--- src/rtl/plic_agent_pkg.sv ---
// Shared definitions for the PLIC claim/complete agent: FSM state encoding
// and the claim/complete register location within the PLIC map.
package plic_agent_pkg;

   typedef enum logic [2:0] {
      ST_IDLE,
      ST_CLAIM,
      ST_DISPATCH,
      ST_SERVICE,
      ST_COMPLETE
   } agent_state_e;

   localparam logic [31:0] CLAIM_OFFSET = 32'h0020_0004;
   localparam logic [31:0] CLAIM_STRIDE = 32'h0000_1000;

   // Claim and complete share one register per target context.
   function automatic logic [31:0] claim_addr(input logic [31:0] base,
                                              input int unsigned target);
      return base + CLAIM_OFFSET + 32'(target) * CLAIM_STRIDE;
   endfunction

endpackage

--- src/rtl/reg_intf.sv ---
// Register-bus request/response types shared across the PLIC slice.
// Request: addr, write, wdata, wstrb, valid (initiator drives).
// Response: rdata, error, ready (target drives; ready completes the transfer).
package reg_intf;

   typedef struct packed {
      logic [31:0] addr;
      logic        write;
      logic [31:0] wdata;
      logic [3:0]  wstrb;
      logic        valid;
   } reg_intf_req_a32_d32;

   typedef struct packed {
      logic [31:0] rdata;
      logic        error;
      logic        ready;
   } reg_intf_resp_d32;

endpackage

--- src/rtl/plic_claim_agent.sv ---
// PLIC claim agent: when the PLIC signals a pending external interrupt,
// reads the claim register, hands the claimed ID to a handler, waits for
// the handler to finish, then writes the ID back to complete it. Only one
// ID is ever outstanding. A bus error parks the agent until reset.
//
// Ports:
//   clk_i, rst_ni        clock, asynchronous active-low reset
//   eip_i                external interrupt pending for TARGET_ID
//   req_o / resp_i       register-bus initiator to the PLIC
//   irq_valid_o/irq_id_o/irq_ready_i  claimed-ID handoff to the handler
//   done_i               handler finished (pulse, honoured in SERVICE only)
//   busy_o, err_o        not-idle, sticky bus error
//   spurious_cnt_o       saturating count of claims that returned ID 0
//
// Build option: define PLIC_CLAIM_AGENT_TIMEOUT_EN to add a bus watchdog
// that abandons a transfer after TIMEOUT unanswered cycles and flags err_o.
//
// state    | meaning
// ---------+-----------------------------------------------------
// IDLE     | waiting for eip_i (blocked while err_o)
// CLAIM    | bus read of the claim register
// DISPATCH | presenting the claimed ID to the handler
// SERVICE  | handler running, waiting for done_i
// COMPLETE | bus write of the ID to the complete register
module plic_claim_agent
   import plic_agent_pkg::*;
#(
   parameter logic [31:0] BASE_ADDR = 32'h0C00_0000,
   parameter int unsigned TARGET_ID = 0,
   parameter int unsigned SRCW      = 5,
   parameter int unsigned TIMEOUT   = 255
) (
   input  logic                         clk_i,
   input  logic                         rst_ni,
   input  logic                         eip_i,
   output reg_intf::reg_intf_req_a32_d32 req_o,
   input  reg_intf::reg_intf_resp_d32    resp_i,
   output logic                         irq_valid_o,
   output logic [SRCW-1:0]              irq_id_o,
   input  logic                         irq_ready_i,
   input  logic                         done_i,
   output logic                         busy_o,
   output logic                         err_o,
   output logic [7:0]                   spurious_cnt_o
);

   localparam logic [31:0] CLAIM_ADDR = claim_addr(BASE_ADDR, TARGET_ID);

   agent_state_e    state_q, state_d;
   logic [SRCW-1:0] id_q;
   logic            err_q;
   logic [7:0]      spur_cnt_q;

   logic [SRCW-1:0] claim_id;
   logic            bus_state;
   logic            timeout_hit;
   logic            bus_err;
   logic            claim_ok;
   logic            spurious;

   assign claim_id  = resp_i.rdata[SRCW-1:0];
   assign bus_state = (state_q == ST_CLAIM) || (state_q == ST_COMPLETE);
   assign bus_err   = bus_state && ((resp_i.ready && resp_i.error) || timeout_hit);
   assign claim_ok  = (state_q == ST_CLAIM) && resp_i.ready && !resp_i.error;
   assign spurious  = claim_ok && (claim_id == '0);

   logic unused_rdata;
   assign unused_rdata = ^resp_i.rdata[31:SRCW];

`ifdef PLIC_CLAIM_AGENT_TIMEOUT_EN
   localparam logic [7:0] WD_LOAD = 8'(TIMEOUT - 1);

   // Down-counter reloaded on every state change; terminal count on the
   // TIMEOUT-th consecutive unanswered cycle of a transfer.
   logic [7:0] wd_q;

   always_ff @(posedge clk_i or negedge rst_ni) begin
      if (!rst_ni) begin
         wd_q <= '0;
      end else if (state_d != state_q) begin
         wd_q <= WD_LOAD;
      end else if (bus_state && !resp_i.ready && (wd_q != 8'd0)) begin
         wd_q <= wd_q - 8'd1;
      end
   end

   assign timeout_hit = bus_state && !resp_i.ready && (wd_q == 8'd0);
`else
   logic unused_timeout;
   assign unused_timeout = ^32'(TIMEOUT);
   assign timeout_hit    = 1'b0;
`endif

   always_ff @(posedge clk_i or negedge rst_ni) begin
      if (!rst_ni) begin
         state_q <= ST_IDLE;
      end else begin
         state_q <= state_d;
      end
   end

   always_comb begin
      state_d = state_q;
      case (state_q)
         ST_IDLE: begin
            if (eip_i && !err_q) state_d = ST_CLAIM;
         end
         ST_CLAIM: begin
            if (bus_err)           state_d = ST_IDLE;
            else if (resp_i.ready) state_d = (claim_id == '0) ? ST_IDLE : ST_DISPATCH;
         end
         ST_DISPATCH: begin
            if (irq_ready_i) state_d = ST_SERVICE;
         end
         ST_SERVICE: begin
            if (done_i) state_d = ST_COMPLETE;
         end
         ST_COMPLETE: begin
            if (bus_err || resp_i.ready) state_d = ST_IDLE;
         end
         default: state_d = ST_IDLE;
      endcase
   end

   always_comb begin
      req_o       = '0;
      irq_valid_o = 1'b0;
      busy_o      = (state_q != ST_IDLE);
      case (state_q)
         ST_CLAIM: begin
            req_o.valid = 1'b1;
            req_o.addr  = CLAIM_ADDR;
         end
         ST_DISPATCH: begin
            irq_valid_o = 1'b1;
         end
         ST_COMPLETE: begin
            req_o.valid = 1'b1;
            req_o.write = 1'b1;
            req_o.addr  = CLAIM_ADDR;
            req_o.wdata = 32'(id_q);
            req_o.wstrb = 4'hF;
         end
         default: ;
      endcase
   end

   always_ff @(posedge clk_i or negedge rst_ni) begin
      if (!rst_ni) begin
         id_q       <= '0;
         err_q      <= 1'b0;
         spur_cnt_q <= '0;
      end else begin
         if (claim_ok)                        id_q       <= claim_id;
         if (bus_err)                         err_q      <= 1'b1;
         if (spurious && (spur_cnt_q != 8'hFF)) spur_cnt_q <= spur_cnt_q + 8'd1;
      end
   end

   assign irq_id_o       = id_q;
   assign err_o          = err_q;
   assign spurious_cnt_o = spur_cnt_q;

endmodule

--- config.mk ---
export PLATFORM = sky130hd
export DESIGN_NAME = plic_claim_agent
export DESIGN_NICKNAME = d
export VERILOG_FILES = /design/src/rtl/plic_agent_pkg.sv /design/src/rtl/reg_intf.sv /design/src/rtl/plic_claim_agent.sv
export SDC_FILE = /design/constraint.sdc
export NUM_CORES = 1
export LEC_CHECK = 0
export CAP_MARGIN = 0
export CORE_ASPECT_RATIO = 0.5
export CORE_MARGIN = 1.5
export CORE_UTILIZATION = 31
export CTS_CLUSTER_SIZE = 20
export DETAILED_ROUTE_END_ITERATION = 12
export GPL_ROUTABILITY_DRIVEN = 0
export GPL_TIMING_DRIVEN = 0
export PLACE_DENSITY = 0.92
export SLEW_MARGIN = 20
export SYNTH_ARGS = -nofsm -noshare
export SYNTH_HDL_FRONTEND = slang
export SYNTH_SLANG_ARGS = --single-unit
--- constraint.sdc ---
create_clock -name clk_i -period 2.4 [get_ports clk_i]
set_clock_uncertainty 0.15 [all_clocks]
set_input_delay 0.48 -clock clk_i [delete_from_list [all_inputs] [get_ports clk_i]]
set_output_delay 0.48 -clock clk_i [all_outputs]
set_load 0.005 [all_outputs]
# Word-level counts from Yosys, hierarchy flattened
# Index checks and enable logic that the tools add are counted.
[word_totals]
latchBits = 0
elab_cells = 43
regBits = 17
mem_bits_ro = 0
mem_count = 0
output_inout_bits = 86
ramBits = 0
input_bits = 39
[classes]
bitwise_logic = 0
n_mul = 0
n_eq_ne = 10
n_lt_le_gt_ge = 0
n_div = 0
n_addsub = 1
mux = 12
shifts = 0
n_reduce_logical = 16
[op_table]
columns = ["operator", "n"]
rows = [
  ["$mux W37", 1],
  ["$mux W28", 1],
  ["$mux W3", 6],
  ["$pmux W3 S5", 1],
  ["$add A8 B1 Y8 const B", 1],
  ["$ne A8 B8 Y1 const B", 1],
  ["$logic_and A1 B1 Y1", 7],
  ["$eq A3 B2 Y1 const B", 2],
  ["$ne A2 B2 Y1 const B", 3],
  ["$logic_not A5 Y1", 1],
  ["$reduce_and A5 Y1", 1],
  ["$eq A3 B1 Y1 const B", 1],
  ["$eq A3 B3 Y1 const B", 1],
  ["$logic_not A3 Y1", 1],
  ["$ne A3 B3 Y1 const B", 1],
  ["$reduce_bool A3 Y1", 1],
  ["$logic_not A1 Y1", 2],
  ["$logic_or A1 B1 Y1", 2],
  ["$mux W1", 2],
  ["$mux W2", 1],
  ["$ne A2 B1 Y1 const B", 1],
  ["$reduce_or A2 Y1", 1],
]

# Logic depth before layout (Yosys ltp)
# Gate-level depths: netlist of the first run.
[logic_depth]
word_depth = 6
depth_mapped = 5

# Worst setup path before layout of the first run
# No wires, ideal clock.
[synth_path]
path_kind = "input to register"
start = "input port resp_i[2] (netlist bit)"
end = "register spur_cnt_q[1] (netlist: spurious_cnt_o[1])"
setup_time_ns = 0.127
arrival_ns = 1.823
stages = 4
setup_slack_ns = 0.300
path_buffers = 0
path_cell_list = "or4_4 nor4_4 and2_2 mux2_1"
[synth_via]
elab_chain_cells = 3
[synth_rtl]
columns = ["element", "line_no", "rtl"]
rows = [
  ["start: declaration", "plic_claim_agent.sv:37", "input reg_intf::reg_intf_resp_d32 resp_i,"],
  ["$logic_not A5 Y1", "plic_claim_agent.sv:65", "assign spurious = claim_ok && (claim_id == '0);"],
  ["$logic_and A1 B1 Y1", "plic_claim_agent.sv:65", ""],
  ["$logic_and A1 B1 Y1", "plic_claim_agent.sv:156", "if (spurious && (spur_cnt_q != 8'hFF)) spur_cnt_q <= spur_cnt_q + 8'd1;"],
  ["end signal: assignment", "plic_claim_agent.sv:156", ""],
  ["end: declaration", "plic_claim_agent.sv:52", "logic [7:0] spur_cnt_q;"],
]
# Every way passes these cells.
# A chain may end at the register's enable or synchronous reset.

# Final worst setup path of the first run
[layout_path]
start = "register state_q[0]"
end = "output port busy_o"
[layout_via]
elab_chain_cells = 1
[layout_rtl]
columns = ["element", "line_no", "rtl"]
rows = [
  ["start: declaration", "plic_claim_agent.sv:49", "agent_state_e state_q, state_d;"],
  ["start signal: assignment", "plic_claim_agent.sv:98", "state_q <= state_d;"],
  ["$reduce_bool A3 Y1", "plic_claim_agent.sv:128", "busy_o = (state_q != ST_IDLE);"],
  ["end: declaration", "plic_claim_agent.sv:42", "output logic busy_o,"],
]
# Every way passes these cells.

==> results of run 1 <==
-- worst max-delay path, stage by stage (launching register included) --
cell and delay (ns):
dfrtp_2 0.42, clkbuf_8 0.15, buf_4 0.16, or3_1 0.31, clkdlybuf4s50_1 0.45
-- logic make-up (layout without fill, tap and decap cells) --
kind of cell / count (synthesis) / count (layout) / synth area share (%)
DFF: 17 / 17 / 31.1
and+or+nand+nor: 30 / 30 / 14.9
AOI/OAI and AO/OA: 13 / 13 / 6.48
buffers and inverters: 70 / 129 / 36.7
muxes: 8 / 8 / 6.48
xor gates and xnor gates: 5 / 5 / 3.20
adders and majority gates: 1 / 1 / 0.913
other: 1 / 55 / 0.274
-- how the worst max path moves through the flow --
stage | from | to | slack, ns | depth (start not counted)
after detailed placement | state_q[0] | req_o[7] | -0.37 | 4
after CTS | state_q[0] | req_o[65] | 0.001 | 5
final | state_q[0] | busy_o | 0.03 | 4
after global placement | state_q[0] | req_o[5] | -0.29 | 4
after global routing | state_q[0] | busy_o | 0.006 | 4
after floorplan | resp_i[2] | spurious_cnt_o[1] | 0.30 | 4
-- per-layer routing --
layer  vias up  global-route usage [%]  wire (µm)
li1        590                       -          -
met1       580                    13.4       1230
met2        52                    28.0       1920
met3        16                    2.41        208
met4         0                    7.97        116
met5         -                       0          0
-- registers in the layout (all words and copies together), names as in the netlist --
signal	count
err_o	1
spurious_cnt_o	8
irq_id_o	5
state_q	3
-- layout by cell type (no fill, tap or decap), types with 2 or more instances in the layout --
| cell | synthesis | routed |
|---|---|---|
| mux2_2 | 6 | 6 |
| dlymetal6s2s_1 | 0 | 2 |
| and2_1 | 5 | 5 |
| buf_4 | 64 | 76 |
| a21oi_1 | 3 | 3 |
| clkdlybuf4s50_1 | 0 | 29 |
| o21ai_0 | 2 | 2 |
| nand2_1 | 3 | 3 |
| conb_1 | 1 | 55 |
| dfrtp_1 | 17 | 14 |
| inv_1 | 4 | 3 |
| a31oi_1 | 2 | 2 |
| xnor2_1 | 4 | 4 |
| dfrtp_2 | 0 | 3 |
| clkbuf_8 | 0 | 4 |
| nand3_1 | 4 | 4 |
| and3_1 | 5 | 5 |
| dlygate4sd2_1 | 0 | 11 |
| nor2_1 | 5 | 4 |
-- layout make-up --
| class | count | area (µm²) | share of cell area (%) |
|---|---|---|---|
| plain buffers | 64 | 487 | 21.8 |
| inverters | 4 | 15.0 | 0.674 |
| repair buffers | 57 | 526 | 23.6 |
| multi-input cells | 112 | 659 | 29.6 |
| clock buffers | 4 | 45.0 | 2.02 |
| well taps | 54 | 67.6 | 3.03 |
| flip-flops and latches | 17 | 429 | 19.3 |
-- what timing repair did --
item | in CTS | in global routing
resized for setup | 19 | 6
cloned | 1 | 0
buffers inserted | 11 | 3
endpoints found under the hold margin | 0 | 0
pin swaps | 3 | 3
endpoints found under the setup margin | 16 | 5
-- report_power, final --
group / switching [mW] / leakage [nW] / internal [mW] / total [mW]
combinational: 0.300 / 1.02 / 0.544 / 0.844
sequential: 0.0724 / 0.215 / 0.359 / 0.431
clock: 0.101 / 0.0228 / 0.118 / 0.219
==> metrics.cfg, run 1 <==
[yosys]
ys_types = 33
synth.most_common_cell = buf_4
yosys_most_used_dff = dfrtp_1
synth_edf_count = 0
yosys-top-cells-area = buf_4 (35%), dfrtp_1 (31%), mux2_2 (4.9%)
yosysSeqAreaShare_pct = 31.1
synth_top_cell_by_area = buf_4
synthArstFlopShare_pct = 100
synthTopCellsByCount = buf_4 (64), dfrtp_1 (17), mux2_2 (6)
synth_seq_cells = 17
synth_area_um2 = 1370
synthCells = 145
synth_top_area_share_pct = 35.1
ys_warn_count = 0
avgSynthCellArea_um2 = 9.45

[critical_path]
start_kind = register
crit_required_ns = 1.77
end_kind = primary output
timing.rr.start = state_q[2]
path_max_fanout = 9
crit_type = reg2out
worstReg2RegEnd = spurious_cnt_o[6]
r2r_slack_ns = 0.42
ff2ff_path_depth = 6
crit_arrival_ns = 1.74

[clock_tree]
cts.reportedPaths.clkPinSlew_ns = 0.07
cts_sinks = 17
ctsHoldBuffers = 0
cts-root-buf = clkbuf_8
htreeDepth = 1
worstSkewPairLatency_ns = 0.25
cts_tree = yes
clk_path_buf_depth = 2
cts_buffers = 3

[pwr]
leakagePower_nw = 1.26
power_density_nw_per_um2 = 670
power_mw = 1.49
ir_worst_vdd_mv = 0.247

[drt]
vias = 1238
avgRoutedWirePerCell_um = 11.1
drc = 0
first_pass_iters = 4
routed_wl_um = 3480
drtIter0Drc = 76
postRouteAntennaNets = 0
via_per_inst = 3.97

[finish]
final_layout_size_suffix_gt1_share_pct = 38.4
synthToLayoutAreaGrowth_pct = 62.6
fin_util_pct = 54.8
final_area_um2 = 2230
final_nets = 299
num-fill-cells = 335
stdcell_count = 312
diodes = 0

[grt]
grt_max_degree = 18
grt.overflow.total = 0
grt_pass1_vias = 1158
track_usage_pct = 13.8
antenna_found_initial = 0
grt_first_pass_wirelength_um = 5400

[sta]
timing.max_slew.rel_slack_pct = 48.1
hold_slack_ns = 0.359
hold_viol_final = 0
fmax_ghz = 0.423
finalSetupTns_ns = 0
rsz0062_at_grt = false
fin_crit_ns = 2.37
period_share_pct = 98.6
worst_pin_slew_ns = 0.776
slew_violations = 0
final.setup.worst_slack_ns = 0.0337
finalSetupViolations = 0

[place]
placed_area_um2 = 2060
dp_slack_ns = -0.373
port_buffers = 42
dp_cells = 295
dp_hpwl_um = 2510

[die]
initial_utilization_pct = 33.7
die-area_um2 = 4850
dieHeight_um = 50.0
die_x_um = 97.0
fp-row-count = 16
coreArea_um2 = 4060
io_pins = 125

[job]
maxCapViolations = 0

[min_path]
whs_endpoint = err_o
hold_start = err_o
worstHoldPathType = reg2reg
min_path_cells = 1

[outcome]
status = complete, no violations

(Power assumes the default switching activity.)
==> inputs of run 2 (changes only) <==
Settings changed: CTS_CLUSTER_DIAMETER set to 120, MAX_ROUTING_LAYER set to met4.
==> run 2 against run 1 <==
Compared with the run above: critical path depth did not move; first-iteration DRC count up 29%; critical path type unchanged; count of clock-buffer cells in the layout unchanged; sequential power about the same; clock power is essentially flat; routed wire length up 0.75%; register-to-register slack is essentially flat; worst hold slack is essentially flat; sequential cell count is the same; cell area did not move.
==> metrics.cfg, run 2 (synthesis gave the netlist of run 1 again) <==
[critical_path]
timing.rr.start = state_q[2]
path_delay_family = buffers and inverters
crit_type = reg2out
path_max_fanout = 9  ; unchanged
cp_slowest_cell = clkdlybuf4s50_1
ff2ff_path_depth = 6  ; unchanged
end_kind = primary output
crit_arrival_ns = 1.74  ; about the same
start_kind = register
r2r_slack_ns = 0.42  ; about the same
worstReg2RegEnd = spurious_cnt_o[6]
path_cells = clkbuf_8 > buf_4 > or3_1 > clkdlybuf4s50_1
crit_required_ns = 1.77  ; about the same
worstPathBufferInverterCount = 3  ; unchanged
slowest_delay_ns = 0.45  ; about the same

[min_path]
whs_endpoint = err_o
hold_start = err_o
min_path_cells = 1  ; unchanged
worstHoldPathType = reg2reg

[clock_tree]
cts-root-buf = clkbuf_8
clk_path_buf_depth = 2  ; unchanged
htreeDepth = 1  ; unchanged
cts_buffers = 3  ; unchanged
cts_tree = yes
cts.reportedPaths.clkPinSlew_ns = 0.07  ; about the same
cts_sinks = 17  ; unchanged
worstSkewPairLatency_ns = 0.25  ; about the same

[die]
die-area_um2 = 4850  ; unchanged
fp-row-count = 16  ; unchanged
io_pins = 125  ; unchanged
dieHeight_um = 50.0  ; unchanged
coreArea_um2 = 4060  ; unchanged
die_x_um = 97.0  ; unchanged
initial_utilization_pct = 33.7  ; unchanged

[sta]
timing.max_slew.rel_slack_pct = 47.4  ; -0.72 points
rsz0062_at_grt = false
fmax_ghz = 0.422  ; about the same
hold_slack_ns = 0.359  ; +0.000218 ns
slew_violations = 0  ; unchanged
worst_pin_slew_ns = 0.787  ; +0.0107 ns
finalSetupTns_ns = 0  ; unchanged
final.setup.worst_slack_ns = 0.0327  ; -0.00102 ns
hold_viol_final = 0  ; unchanged
period_share_pct = 98.6  ; about the same
finalSetupViolations = 0  ; unchanged
fin_crit_ns = 2.37  ; +0.00102 ns

[drt]
routed_wl_um = 3500  ; +0.75%
via_per_inst = 4.02  ; +1.3%
wl_met3_um = 225  ; +8.2%
vias = 1254  ; +1.3%
met1_length_um = 1240  ; +1.3%
drc = 0  ; unchanged
highest_layer = met4
first_pass_iters = 4  ; unchanged
postRouteAntennaNets = 0  ; unchanged
drtIter0Drc = 98  ; +29%
wl_met2_um = 1920  ; -0.31%
avgRoutedWirePerCell_um = 11.2  ; +0.75%

[pwr]
clockPowerShare_pct = 14.7  ; about the same
comb_power_share_pct = 56.5  ; about the same
ir_worst_vdd_mv = 0.248  ; +0.35%
switching_power_uw = 476  ; +0.60%
intPower_mw = 1.02  ; about the same
seqPwrFrac_pct = 28.8  ; about the same
p_sw_share_pct = 31.8  ; +0.13 points
leakagePower_nw = 1.26  ; unchanged
power_density_nw_per_um2 = 672  ; +0.19%
power_mw = 1.50  ; +0.19%

[grt]
antenna_found_initial = 0  ; unchanged
track_usage_pct = 14.2  ; +0.40 points
grt_first_pass_wirelength_um = 5400  ; unchanged
grt_max_degree = 18  ; unchanged
grt.overflow.total = 0  ; unchanged
grt_pass1_vias = 1145  ; -1.1%

[finish]
num-fill-cells = 335  ; unchanged
diodes = 0  ; unchanged
final_layout_size_suffix_gt1_share_pct = 38.4  ; unchanged
synthToLayoutAreaGrowth_pct = 62.6  ; unchanged
final_nets = 299  ; unchanged
final_area_um2 = 2230  ; unchanged
stdcell_count = 312  ; unchanged
largest_reg_flops = 8  ; unchanged
final_common_cell = buf_4
final_cell_mix = buf_4 (76), conb_1 (55), clkdlybuf4s50_1 (29), dfrtp_1 (14), dlygate4sd2_1 (11)
fin_util_pct = 54.8  ; unchanged

[place]
dp_cells = 295  ; unchanged
dp_slack_ns = -0.373  ; unchanged
port_buffers = 42  ; unchanged
placed_area_um2 = 2060  ; unchanged
dp_hpwl_um = 2510  ; unchanged

[outcome]
status = complete, no violations

[job]
maxCapViolations = 0  ; unchanged

[run 2: cell counts in the layout (fill, tap and decap cells not counted)]
No cell type changed its count.
[run 2: worst reg2reg max path, cell delays in order (launching register included)]
cell and delay, ns:
dfrtp_2 0.45, buf_4 0.15, nand4bb_4 0.21, nor4_4 0.34, buf_4 0.18, nand4_1 0.11
mux2_2 0.28
[run 2: final cells by class]
class | count | area (µm²) | share of cell area [%]
sequential | 17 | 429 | 19.3
inverter | 4 | 15.0 | 0.674
clock buffer | 4 | 45.0 | 2.02
tap | 54 | 67.6 | 3.03
multi-input combinational | 112 | 659 | 29.6
buffer | 64 | 487 | 21.8
timing repair buffer | 57 | 526 | 23.6
[run 2: power by group through the flow]
stage | registers, mW | clock network (mW) | logic (mW)
final | 0.432 | 0.219 | 0.846
after CTS | 0.427 | 0.223 | 0.826
after detailed placement | 0.421 | 0 | 0.759
after global placement | 0.415 | 0 | 0.727
after global routing | 0.443 | 0.240 | 0.907
after floorplan | 0.413 | 0 | 0.398
[run 2: per-layer routing]
layer | vias up | track usage, %
li1 | 591 | -
met1 | 586 | 13.4
met2 | 61 | 28.1
met3 | 16 | 2.55
met4 | 0 | 7.49
met5 | - | -
[run 2: repair_timing]
action	CTS	global route
hold buffers	0	0
resized for setup	19	6
setup endpoints to repair	16	5
pin swaps	3	3
setup buffers	11	3
cloned	1	0
[run 2: how the worst max path moves through the flow]
stage	from	endpoint	slack (ns)	cells past startpoint
floorplan	resp_i[2]	spurious_cnt_o[1]	0.30	4
global route	state_q[0]	busy_o	0.006	4
finish	state_q[0]	busy_o	0.03	4
global placement	state_q[0]	req_o[5]	-0.29	4
CTS	state_q[0]	req_o[65]	0.001	5
detailed placement	state_q[0]	req_o[7]	-0.37	4
